<file path="src/rtl/pipe_muldiv.sv">
// pipe_muldiv: iterative MIPS mult/multu/div/divu/mthi/mtlo unit owning HI/LO; stalls EX while busy.
// Optional MULDIV_EARLY_OUT_EN: a divide whose divisor magnitude exceeds the dividend's finishes in two cycles.
module pipe_muldiv #(
   parameter int unsigned WIDTH       = 32,
   parameter int unsigned MUL_LATENCY = 4
) (
   input  logic             clock,
   input  logic             reset,
   input  logic             start,
   input  logic [2:0]       op,
   input  logic [WIDTH-1:0] a,
   input  logic [WIDTH-1:0] b,
   input  logic             cancel,
   output logic             busy,
   output logic             done,
   output logic [WIDTH-1:0] hi,
   output logic [WIDTH-1:0] lo
);
   localparam int unsigned CNT_MAX = (WIDTH > MUL_LATENCY) ? WIDTH : MUL_LATENCY;
   localparam int unsigned CW      = (CNT_MAX > 2) ? $clog2(CNT_MAX) : 1;

   localparam logic [2:0] OP_MULT  = 3'b000;
   localparam logic [2:0] OP_MULTU = 3'b001;
   localparam logic [2:0] OP_DIV   = 3'b010;
   localparam logic [2:0] OP_DIVU  = 3'b011;
   localparam logic [2:0] OP_MTHI  = 3'b100;
   localparam logic [2:0] OP_MTLO  = 3'b101;

   typedef enum logic [1:0] {IDLE, MUL, DIV, FIX} state_t;

   state_t            state, state_nx;
   logic [CW-1:0]     cnt, cnt_nx;
   logic [WIDTH-1:0]  opa, opa_nx;
   logic [WIDTH-1:0]  opb, opb_nx;
   logic [WIDTH-1:0]  rem, rem_nx;
   logic [WIDTH-1:0]  quo, quo_nx;
   logic              sgn, sgn_nx;
   logic              qneg, qneg_nx;
   logic              rneg, rneg_nx;
   logic [WIDTH-1:0]  hi_nx, lo_nx;
   logic              step_en;

`ifdef MULDIV_EARLY_OUT_EN
   logic              early, early_nx;
   assign step_en = ~early;
`else
   assign step_en = 1'b1;
`endif

   // Operand magnitudes and signs for a divide issued this cycle
   logic              a_neg, b_neg;
   logic [WIDTH-1:0]  a_mag, b_mag;
   always_comb begin
      a_neg = (op == OP_DIV) & a[WIDTH-1];
      b_neg = (op == OP_DIV) & b[WIDTH-1];
      a_mag = a_neg ? -a : a;
      b_mag = b_neg ? -b : b;
   end

   // Full-width product; sign extension to 2*WIDTH makes the truncated product exact for both signednesses
   logic [2*WIDTH-1:0] ext_a, ext_b, prod;
   always_comb begin
      ext_a = sgn ? {{WIDTH{opa[WIDTH-1]}}, opa} : {{WIDTH{1'b0}}, opa};
      ext_b = sgn ? {{WIDTH{opb[WIDTH-1]}}, opb} : {{WIDTH{1'b0}}, opb};
      prod  = ext_a * ext_b;
   end

   // One restoring-division step: shift in the next dividend bit, subtract if it fits
   logic [WIDTH:0]   sh;
   logic             ge;
   logic [WIDTH-1:0] diff;
   always_comb begin
      sh   = {rem, quo[WIDTH-1]};
      ge   = (sh >= {1'b0, opb});
      diff = sh[WIDTH-1:0] - opb;
   end

   always_comb begin
      state_nx = state;
      cnt_nx   = cnt;
      opa_nx   = opa;
      opb_nx   = opb;
      rem_nx   = rem;
      quo_nx   = quo;
      sgn_nx   = sgn;
      qneg_nx  = qneg;
      rneg_nx  = rneg;
      hi_nx    = hi;
      lo_nx    = lo;
      done     = 1'b0;
`ifdef MULDIV_EARLY_OUT_EN
      early_nx = early;
`endif
      case (state)
         IDLE: begin
            if (start && !cancel) begin
               case (op)
                  OP_MULT, OP_MULTU: begin
                     opa_nx   = a;
                     opb_nx   = b;
                     sgn_nx   = (op == OP_MULT);
                     cnt_nx   = CW'(MUL_LATENCY - 1);
                     state_nx = MUL;
                  end
                  OP_DIV, OP_DIVU: begin
                     opb_nx   = b_mag;
                     rem_nx   = '0;
                     quo_nx   = a_mag;
                     // divide by zero keeps the all-ones quotient regardless of sign
                     qneg_nx  = (a_neg ^ b_neg) && (b != '0);
                     rneg_nx  = a_neg;
                     cnt_nx   = CW'(WIDTH - 1);
                     state_nx = DIV;
`ifdef MULDIV_EARLY_OUT_EN
                     early_nx = 1'b0;
                     if (b_mag > a_mag) begin
                        rem_nx   = a_mag;
                        quo_nx   = '0;
                        cnt_nx   = '0;
                        early_nx = 1'b1;
                     end
`endif
                  end
                  OP_MTHI: hi_nx = a;
                  OP_MTLO: lo_nx = a;
                  default: ;
               endcase
            end
         end
         MUL: begin
            if (cancel) begin
               state_nx = IDLE;
            end else if (cnt == '0) begin
               {hi_nx, lo_nx} = prod;
               done           = 1'b1;
               state_nx       = IDLE;
            end else begin
               cnt_nx = cnt - CW'(1);
            end
         end
         DIV: begin
            if (cancel) begin
               state_nx = IDLE;
            end else begin
               if (step_en) begin
                  rem_nx = ge ? diff : sh[WIDTH-1:0];
                  quo_nx = {quo[WIDTH-2:0], ge};
               end
               if (cnt == '0) state_nx = FIX;
               else           cnt_nx   = cnt - CW'(1);
            end
         end
         FIX: begin
            if (cancel) begin
               state_nx = IDLE;
            end else begin
               lo_nx    = qneg ? -quo : quo;
               hi_nx    = rneg ? -rem : rem;
               done     = 1'b1;
               state_nx = IDLE;
            end
         end
         default: state_nx = IDLE;
      endcase
   end

   always_ff @(posedge clock or posedge reset) begin
      if (reset) begin
         state <= IDLE;
         cnt   <= '0;
         opa   <= '0;
         opb   <= '0;
         rem   <= '0;
         quo   <= '0;
         sgn   <= 1'b0;
         qneg  <= 1'b0;
         rneg  <= 1'b0;
         hi    <= '0;
         lo    <= '0;
         busy  <= 1'b0;
`ifdef MULDIV_EARLY_OUT_EN
         early <= 1'b0;
`endif
      end else begin
         state <= state_nx;
         cnt   <= cnt_nx;
         opa   <= opa_nx;
         opb   <= opb_nx;
         rem   <= rem_nx;
         quo   <= quo_nx;
         sgn   <= sgn_nx;
         qneg  <= qneg_nx;
         rneg  <= rneg_nx;
         hi    <= hi_nx;
         lo    <= lo_nx;
         busy  <= (state_nx != IDLE);
`ifdef MULDIV_EARLY_OUT_EN
         early <= early_nx;
`endif
      end
   end
endmodule

</file>
<file path="config.mk">
export PLATFORM = sky130hd
export DESIGN_NAME = pipe_muldiv
export DESIGN_NICKNAME = d
export VERILOG_FILES = /design/src/rtl/pipe_muldiv.sv
export SDC_FILE = /design/constraint.sdc
export NUM_CORES = 2
export LEC_CHECK = 0
export BUFFER_PORTS_ARGS = -buffer_cell sky130_fd_sc_hd__buf_2
export CAP_MARGIN = 20
export CORE_MARGIN = 2
export CORE_UTILIZATION = 65
export DETAILED_ROUTE_END_ITERATION = 16
export GPL_TIMING_DRIVEN = 1
export PLACE_DENSITY = 0.84
export SLEW_MARGIN = 20
export SYNTH_ARGS = -nofsm -noshare
export SYNTH_HDL_FRONTEND = slang
export SYNTH_SLANG_ARGS = --single-unit
export TNS_END_PERCENT = 10
</file>
<file path="constraint.sdc">
create_clock -name clock -period 13.03 [get_ports clock]
set_clock_uncertainty 0.05 [all_clocks]
set_input_delay 2.606 -clock clock [delete_from_list [all_inputs] [get_ports clock]]
set_output_delay 2.606 -clock clock [all_outputs]
set_load 0.05 [all_outputs]
</file>
# Yosys cells after proc, flatten, opt, wreduce, memory -nomap -nowiden
# Index checks and enable logic that the tools add are counted.
[word_totals]
mem_bits_ro = 0
reg_bits = 203
ramBits = 0
wordCells = 108
latchBits = 0
n_memories = 0
[op_classes]
n_lt_le_gt_ge = 1
n_eq_ne = 19
n_bitwise = 3
shift = 0
n_mul = 1
div_mod_pow = 0
n_reduce_logical = 22
n_mux = 44
addsub = 6
[ops]
columns = ["operator", "n"]
rows = [
  ["$mux 32", 21],
  ["$pmux 32 s2", 3],
  ["$pmux 32 s3", 2],
  ["$mux 64", 2],
  ["$neg 32->32", 4],
  ["$mul 64x64->64", 1],
  ["$ge 33x32->1", 1],
  ["$reduce_bool 32->1", 1],
  ["$sub 32x32->32", 1],
  ["$pmux 5 s2", 2],
  ["$mux 5", 3],
  ["$ne 2x2->1 const B", 7],
  ["$reduce_and 6->1", 2],
  ["$mux 2", 5],
  ["$reduce_and 3->1", 3],
  ["$pmux 2 s4", 1],
  ["$reduce_bool 2->1", 4],
  ["$eq 3x2->1 const B", 2],
  ["$eq 3x3->1 const B", 2],
  ["$ne 2x1->1 const B", 3],
  ["$reduce_or 2->1", 3],
  ["$logic_not 5->1", 1],
  ["$reduce_and 5->1", 1],
  ["$sub 5x1->5 const B", 1],
  ["15 further kinds", 20],
]

# Depth between registers and ports, before layout
[logic_depth]
ltp_word = 6
depth_mapped = 37
depth_no_buf = 34

# Least setup slack after synthesis
# Ideal clock, no wire load.
[synth_timing]
kind = "register to register"
from = "reg opa[31]"
to = "reg hi[31]"
path_buffers = 2
path_slack_ns = 3.929
stages_incl_launch_ff = 32
period_less_slack_ns = 9.101
setup_time_ns = 0.077
t_arrival_ns = 8.974
cell_sequence = "dfrtp_1 and2_1 clkbuf_1 clkbuf_1 nand2_1 fa_1 inv_1 fa_1 fa_1 inv_1 fa_1 inv_1 fa_1 fa_1 fa_1 fa_1 fa_1 inv_1 fa_1 inv_1 ha_1 a21o_1 a21o_1 a21oi_1 o221ai_1 a21o_1 a31o_2 o31ai_1 o21ai_0 xnor2_1 nand2_1 a21oi_1"
[synth_between]
elab_chain_cells = 5
[synth_rtl]
columns = ["item", "line_no", "rtl"]
rows = [
  ["start: declaration", "33", "logic [WIDTH-1:0] opa, opa_nx;"],
  ["start signal: assignment", "187", "opa <= opa_nx;"],
  ["$mux 64", "63", "ext_a = sgn ? {{WIDTH{opa[WIDTH-1]}}, opa} : {{WIDTH{1'b0}}, opa};"],
  ["$mul 64x64->64", "65", "prod = ext_a * ext_b;"],
  ["$mux 32", "133", "end else if (cnt == '0) begin"],
  ["$mux 32", "131", "if (cancel) begin"],
  ["$pmux 32 s3", "94", "case (state)"],
  ["end signal: assignment", "194", "hi <= hi_nx;"],
  ["end: declaration", "16", "output logic [WIDTH-1:0] hi,"],
]
# Every way passes these cells. The select of a mux whose other input is x is not followed.
# A chain may end at the register's enable or synchronous reset.

# Worst setup path in the final report
[layout_timing]
from = "reg opb[31]"
to = "reg hi[30]"
[layout_between]
elab_chain_cells = 5
[layout_rtl]
columns = ["item", "line_no", "rtl"]
rows = [
  ["start: declaration", "34", "logic [WIDTH-1:0] opb, opb_nx;"],
  ["start signal: assignment", "188", "opb <= opb_nx;"],
  ["$mux 64", "64", "ext_b = sgn ? {{WIDTH{opb[WIDTH-1]}}, opb} : {{WIDTH{1'b0}}, opb};"],
  ["$mul 64x64->64", "65", ""],
  ["$mux 32", "133", ""],
  ["$mux 32", "131", ""],
  ["$pmux 32 s3", "94", ""],
]
# Every way passes these cells. The select of a mux whose other input is x is not followed.

==> metrics.yaml <==
wl_per_cell_um: 23.3
cts_buffer_depth: 3
ios: 137
start_kind: "register"
worst_slew_pin_slew_ns: 1.14
nNetsFinal: 8407
drive_gt1_frac: 0.0491
synth_top_family_by_area: "adder cells"
drc: 0
num-fill-cells: 7108
yosysTopAreaCellShare: 0.467
max_slew_margin: 0.242
synth_area_um2: 60900
port_buffers: 136
synth.area.top_cells: "fa_1 47%, inv_1 9.8%, dfrtp_1 8.3%"
path_class: "register to register"
status: "finished clean"
synth_edf_count: 0
setup_viol: 0
fmax_mhz: 96.7
ys_seq_area_frac: 0.0835
drv_cap: 0
rsz0062_at_grt: "false"
wirelength_um: 183000
core-area_um2: 93000
worstSetupEndpointType: "register"
hold_viol: 0
grt_max_degree: 93
period_share: 0.794
synth_top_cell_by_area: "fa_1"
vias_per_cell: 6.02
synthArstFlopShare: 1.00
drtAntennaViolNets: 0
cts_setup_buffers: 0
tns_ns: 0
synthTopCellsByCount: "1594 x inv_1, 1420 x fa_1, 755 x nand2_1"
chipHeight_um: 310
ctsHoldBuffers: 0
slowest_stage: "dfrtp_1"
synth-adder-area-share: 0.540
first_global_vias: 51000
cts_made_buffers: 23
syn_to_final_growth_pct: 4.17
critPathMaxStageDelay_ns: 0.80
synthSimpleGateAreaFrac: 0.138
synth_fp_nets: 8502
syn_area_per_cell_um2: 9.14
synth-xor-area-share: 0.0371
cpMostUsedCell: "fa_1"
num_vias: 47300
slew_violations: 0
grt_overflow: 0
synth-compound-area-share: 0.0766
fin_area_um2: 63400
h-tree-depth: 1
tritoncts: "built"
gp_congestion: 0.992
min_period_ns: 10.34
detailed_place_hpwl_um: 144000
cts_resized: 0
die_w_um: 310
cts_root_buf: "clkbuf_16"
track_usage: 0.400
yosysMostFrequentCell: "inv_1"
placed_cell_area_um2: 62500
grt_pass1_wl_um: 287000
antenna_found_initial: 19
drtPass1Iterations: 6
ys_warn_count: 0
critPathRequiredTime_ns: 13.37
insertion_delay_ns: 0.56
clk_pin_slew_ns: 0.07
initialDrtViolationCount: 4809
worstHoldPathType: "register to register"
synth_cells: 6662
die_area_um2: 96100
rows: 112
arrival_ns: 10.69
synth.distinct_cells: 76
synth-seq-cells: 203
synth.mux.area_fraction: 0.00641
cp_max_fo: 29
initial_core_util: 0.654
clock_sink_count: 203
synth-main-ff-cell: "dfrtp_1"
-- cell families (layout without fill, tap and decap cells) --
logic type	Yosys count	after routing
flip-flops	203	203
AO/OA/AOI/OAI	751	751
other	0	17
multiplexers	35	35
buffers and inverters	1933	1855
AND/OR/NAND/NOR	1709	1709
adder cells (fa/ha/maj)	1773	1773
XOR/XNOR	258	258
-- cell type report --
class	count	area, µm²	area share
inverters	1594	5990	0.0945
diodes	17	42.5	0.000671
multi-input cells	4526	48600	0.766
repair buffers	219	1330	0.0210
clock inverters	11	170	0.00268
flip-flops and latches	203	5090	0.0802
clock buffers	31	636	0.0100
well taps	1254	1570	0.0247
-- per-layer routing --
layer | wire length (µm) | vias up | global-route usage
met4 | 14600 | 4 | 0.263
li1 | - | 19600 | -
met5 | 29 | - | 0
met1 | 64700 | 24000 | 0.506
met3 | 20200 | 776 | 0.0995
met2 | 83400 | 2844 | 0.616
-- critical path, delay by kind of cell, from the launching register on --
family	cells	cell delay, ns
simple gates	5	1.48
fa+ha+maj	10	4.49
flops	1	0.80
buf+inv	7	0.84
compound gates	8	2.24
xor+xnor	1	0.23
-- flip-flops by register name, summed over array words and instances, names as in the netlist --
signal	count
opa	32
state	2
opb	32
rneg	1
rem	32
lo	32
busy	1
hi	32
cnt	5
qneg	1
quo	32
sgn	1
-- metrics by stage --
step                       util  setup slack, ns  hold WS (ns)  std cells
after floorplan               -             3.93         0.448       6662
after global placement    0.672             3.07         0.410       7794
after detailed placement  0.672             2.83         0.416       7795
after CTS                 0.681             2.79         0.431       7837
after global routing      0.681             2.23         0.456       7850
final                     0.681             2.69         0.429       7855
-- final timing paths --
kind                          from  endpoint  slack [ns]  cells after the start
max                        opb[31]    hi[30]        2.69                     31
min                         lo[26]    lo[26]        0.43                      2
max reg2reg                opb[31]    hi[30]        2.69                     31
min reg2reg                 lo[26]    lo[26]        0.43                      2
max in group asynchronous    reset   opb[26]        9.32                      3
min in group asynchronous    reset   quo[13]        2.07                      2
-- cells in the final DEF, fill, tap and decap left out, types with 32 or more instances in the layout --
cell,Yosys,final
nand2_1,755,753
mux2_2,32,32
inv_1,1594,1593
xor2_1,68,68
o31ai_1,33,33
fa_1,1420,1420
and2_1,578,578
ha_1,349,346
nor2_1,177,175
dfrtp_1,203,198
a21oi_1,221,220
xnor2_1,190,190
a21o_1,59,58
buf_4,0,81
buf_2,2,136
o21ai_0,216,216
Power is left out: the tool's default activity adds up to more than one toggle a clock period on the data nets, which glitch-free logic cannot reach.
